===== config.mk =====
export PLATFORM = sky130hd
export DESIGN_NAME = univ_shift_reg
export DESIGN_NICKNAME = d
export VERILOG_FILES = /design/src/rtl/univ_shift_reg.sv
export SDC_FILE = /design/constraint.sdc
export NUM_CORES = 1
export LEC_CHECK = 0
export CORE_ASPECT_RATIO = 1.4
export CORE_UTILIZATION = 35
export DETAILED_ROUTE_END_ITERATION = 8
export GPL_TIMING_DRIVEN = 0
export PLACE_DENSITY = 0.6
export SLEW_MARGIN = 20
export SYNTH_ARGS = -nofsm -noshare
export SYNTH_HDL_FRONTEND = slang
export SYNTH_SLANG_ARGS = --single-unit

===== constraint.sdc =====
create_clock -name clk -period 1.9 [get_ports clk]
set_input_delay 0.38 -clock clk [delete_from_list [all_inputs] [get_ports clk]]
set_output_delay 0.38 -clock clk [all_outputs]
set_load 0.01 [all_outputs]

===== src/rtl/univ_shift_reg.sv =====
// Universal WIDTH-bit shift register: hold, shift, rotate, load and clear,
// plus an auto-shift sequencer that repeats a shift/rotate a programmed number of times.
module univ_shift_reg #(
  parameter int unsigned WIDTH = 8,
  parameter int unsigned CNTW  = $clog2(WIDTH) + 1
) (
  input  logic             clk,
  input  logic             rest,
  input  logic [2:0]       mode,
  input  logic [WIDTH-1:0] d,
  input  logic             sin_l,
  input  logic             sin_r,
  input  logic             start,
  input  logic [CNTW-1:0]  shamt,
  output logic [WIDTH-1:0] q,
  output logic             sout_l,
  output logic             sout_r,
  output logic             busy,
  output logic             done
);

  localparam logic [2:0] M_HOLD  = 3'b000;
  localparam logic [2:0] M_SHL   = 3'b001;
  localparam logic [2:0] M_SHR   = 3'b010;
  localparam logic [2:0] M_LOAD  = 3'b011;
  localparam logic [2:0] M_ROL   = 3'b100;
  localparam logic [2:0] M_ROR   = 3'b101;
  localparam logic [2:0] M_CLR   = 3'b110;

  typedef enum logic [1:0] {
    S_IDLE = 2'd0,
    S_RUN  = 2'd1,
    S_DONE = 2'd2
  } state_e;

  state_e           state_q;
  logic [WIDTH-1:0] q_q;
  logic [CNTW-1:0]  cnt_q;
  logic [2:0]       op_q;
  logic             busy_q;
  logic             done_q;
  logic             auto_op_c;

  // Next register value for one application of an operation.
  function automatic logic [WIDTH-1:0] apply_op(
    input logic [2:0]       op,
    input logic [WIDTH-1:0] cur,
    input logic [WIDTH-1:0] ld,
    input logic             sl,
    input logic             sr
  );
    logic [WIDTH-1:0] nxt;
    nxt = cur;
    case (op)
      M_SHL:   nxt = {cur[WIDTH-2:0], sr};
      M_SHR:   nxt = {sl, cur[WIDTH-1:1]};
      M_LOAD:  nxt = ld;
      M_ROL:   nxt = {cur[WIDTH-2:0], cur[WIDTH-1]};
      M_ROR:   nxt = {cur[0], cur[WIDTH-1:1]};
      M_CLR:   nxt = '0;
      M_HOLD:  nxt = cur;
      default: nxt = cur;
    endcase
    return nxt;
  endfunction

  assign auto_op_c = (mode == M_SHL) || (mode == M_SHR) ||
                     (mode == M_ROL) || (mode == M_ROR);

  always_ff @(posedge clk) begin
    if (rest) begin
      state_q <= S_IDLE;
      q_q     <= '0;
      cnt_q   <= '0;
      op_q    <= M_HOLD;
      busy_q  <= 1'b0;
      done_q  <= 1'b0;
    end else begin
      case (state_q)
        S_IDLE: begin
          if (start && auto_op_c) begin
            // q holds on the accept edge; shifting starts on the next one.
            if (shamt != '0) begin
              op_q    <= mode;
              cnt_q   <= shamt;
              state_q <= S_RUN;
              busy_q  <= 1'b1;
            end else begin
              state_q <= S_DONE;
              done_q  <= 1'b1;
            end
          end else begin
            q_q <= apply_op(mode, q_q, d, sin_l, sin_r);
          end
        end
        S_RUN: begin
          q_q   <= apply_op(op_q, q_q, d, sin_l, sin_r);
          cnt_q <= cnt_q - CNTW'(1);
          if (cnt_q <= CNTW'(1)) begin
            cnt_q   <= '0;
            state_q <= S_DONE;
            busy_q  <= 1'b0;
            done_q  <= 1'b1;
          end
        end
        S_DONE: begin
          state_q <= S_IDLE;
          done_q  <= 1'b0;
        end
        default: begin
          state_q <= S_IDLE;
          cnt_q   <= '0;
          busy_q  <= 1'b0;
          done_q  <= 1'b0;
        end
      endcase
    end
  end

  assign q      = q_q;
  assign sout_l = q_q[WIDTH-1];
  assign sout_r = q_q[0];
  assign busy   = busy_q;
  assign done   = done_q;

endmodule


==> impl_metrics.yaml <==
status:
  status: "finished clean"
synthesis:
  synthFlopType: "dfxtp_1"
  ys_ff_latch: 19
  synthMuxAreaShare_pct: 7.47
  ys_warn_count: 0
  synth_compound_area_share_pct: 33.3
  synthXorXnorAreaFrac_pct: 0
  syn-instance-count: 229
  synth_enable_flop_cells: 0
  ys_types: 51
  synth_top_family_by_area: "compound AO/OA/AOI/OAI gates"
  synth.cell_area_mm2: 0.00174
  yosys.area_share.adder_pct: 1.44
  synth.avg_cell_area_um2: 7.61
  syn_nets: 251
  synth-simple-area-share_pct: 27.9
  synth-seq-area-share_pct: 21.8
  async_flop_share_pct: 0
layout:
  fillers: 541
  syn_to_final_growth_pct: 28.1
  drive_gt1_share_pct: 15.7
  nets: 290
  antennaDiodeCount: 0
  stdcell_area_mm2: 0.00223
timing:
  rsz0062_at_grt: "false"
  drv_slew: 0
  post-route-period-util_pct: 95.6
  min_period_ns: 1.82
  hold_viol: 0
  fin_hold_ws_ns: 0.470
  finClkSkew_ns: 0.00185
  max_freq_mhz: 551
  tns_ns: 0
  setup_viol_count_final: 0
  slew_headroom_pct: 66.0
  tightest_slew_ns: 0.511
global_routing:
  grt_pass1_wl_mm: 9.09
  track_usage_pct: 23.2
  overflow: 0
  grt_max_degree: 12
  first_global_vias: 1897
  antenna_found_initial: 0
placement:
  hpwlAfterDp_mm: 4.17
  place_area_mm2: 0.00213
  gp_congestion: 0.880
  io_buffers: 31
die:
  start_util_pct: 36.3
  die_w_um: 61.6
  rows: 30
  die_y_um: 85.5
  die-area_mm2: 0.00527
  io_pins: 32
  coreArea_mm2: 0.00480
setup_path:
  crit_fanout: 8
  worst-endpoint-required_ns: 2.03
  arrival_ns: 1.94
  end_kind: "flop"
  start_kind: "primary input"
  r2r_cells: 6
  path_class: "in -> reg"
  reg2reg_slack_ns: 0.14
detailed_routing:
  vias_per_cell: 5.79
  wl_mm: 5.63
  drt_iter0_drc: 109
  drc: 0
  vias: 1917
  ant_nets: 0
  drt-wirelength-per-cell_um: 17.0
  drt_first_pass_iters: 4
cts:
  cts_made_buffers: 3
  path_clk_slew_ns: 0.08
  clkSinkCount: 19
  root_buffer: "clkbuf_8"
  cts_hold_buf: 0
  cts_tree: "done"
  cts_max_path_buffers: 2
  ctsHtreeMaxLevel: 1
  clk_latency_ns: 0.26
pwr:
  p_leak_nw: 0.808
  p_per_area_mw_per_mm2: 602
  max-vdd-ir-drop_mv: 0.396
hold_path:
  min_delay_path_depth: 1
  worst_hold_path_type: "reg -> reg"
job:
  cap_violations: 0
-- critical path, stage by stage --
cell and delay (ns):
clkdlybuf4s50_1 0.45, inv_1 0.08, a211oi_1 0.47, o32ai_4 0.23, buf_4 0.20, nand3_1 0.06, a21oi_1 0.06
-- sequential cells by signal, indices dropped and copies added, names as in the netlist --
name and flops:
busy 1, cnt_q 4, q 8, done 1
op_q 3, state_q 2
-- stage by stage --
stage / utilization, % / std cells / power, mW / worst slack (ns)
global placement: 44.4 / 324 / 1.03 / -0.419
CTS: 45.8 / 330 / 1.34 / 0.0160
global route: 46.5 / 331 / 1.43 / 0.0132
finish: 46.5 / 331 / 1.34 / 0.0845
detailed placement: 44.4 / 324 / 1.04 / -0.420
floorplan: - / 229 / 0.832 / 0.297
-- worst paths after layout --
kind	from	endpoint
min	done	done
max	start	q[3]
min reg2reg	done	done
max reg2reg	op_q[2]	q[5]
-- where the power goes --
| part | switching (mW) | internal, mW | leakage, nW | total, mW |
|---|---|---|---|---|
| combinational | 0.290 | 0.261 | 0.626 | 0.551 |
| sequential | 0.0627 | 0.439 | 0.156 | 0.502 |
| clock | 0.145 | 0.146 | 0.0255 | 0.291 |
| total | 0.497 | 0.846 | 0.808 | 1.34 |
-- cell usage in the layout (no fill, tap or decap), drive strengths merged, types with 9 or more instances in the layout --
master / netlist / layout
nand2: 13 / 13
dfxtp: 19 / 19
o21ai: 10 / 10
a221oi: 10 / 10
clkbuf: 5 / 9
clkdlybuf4s50: 0 / 28
a21oi: 21 / 21
buf: 12 / 15
nand3: 17 / 17
inv: 13 / 13
nor2: 21 / 21
-- cells by family after synthesis --
group / count (synthesis)
muxes: 12
AOI/OAI and AO/OA: 79
and+or+nand+nor: 87
adders and majority gates: 2
DFF: 19
buffers and inverters: 30
-- final cells by class --
cell class | count | area [um^2] | share of cell area (%)
repair buffers | 34 | 325 | 14.6
well taps | 64 | 80.1 | 3.59
multi-input cells | 180 | 1250 | 56.1
clock buffers | 3 | 41.3 | 1.85
flip-flops and latches | 19 | 383 | 17.2
plain buffers | 17 | 97.6 | 4.37
clock inverters | 1 | 5.00 | 0.224
inverters | 13 | 48.8 | 2.19
-- metal layers --
layer	vias to the layer above	global-route usage (%)	share of wire (%)
met5	-	0	0
met1	909	27.3	41
li1	943	-	-
met4	0	9.90	1.6
met2	59	40.5	53
met3	6	3.02	4.2
-- cell usage after synthesis (3+ instances only) --
library cell   n  area share, %
and3b_1        3            1.5
mux2i_1        4            2.3
buf_2          7            2.0
a221oi_1      10            5.0
nor2_1        20            4.3
nand2b_1       5            1.8
nand3_1       17            4.9
nor2b_1        8            2.9
dfxtp_1       19             22
o21ai_0        9            2.6
nand2_1       13            2.8
a21oi_1       21            6.0
nand3b_1       5            2.2
o221ai_1       7            3.5
mux2_2         7            4.5
a211oi_1       4            1.7
clkbuf_1       5            1.1
a22oi_1        6            2.6
a41oi_1        3            1.5
inv_1         13            2.8
buf_4          5            2.2
-- what timing repair did --
item	in CTS	in global routing
buffers inserted	2	1
pin swaps	1	1
setup endpoints to repair	13	14
gates resized for setup	5	10
Power figures use the tool's default switching activity.
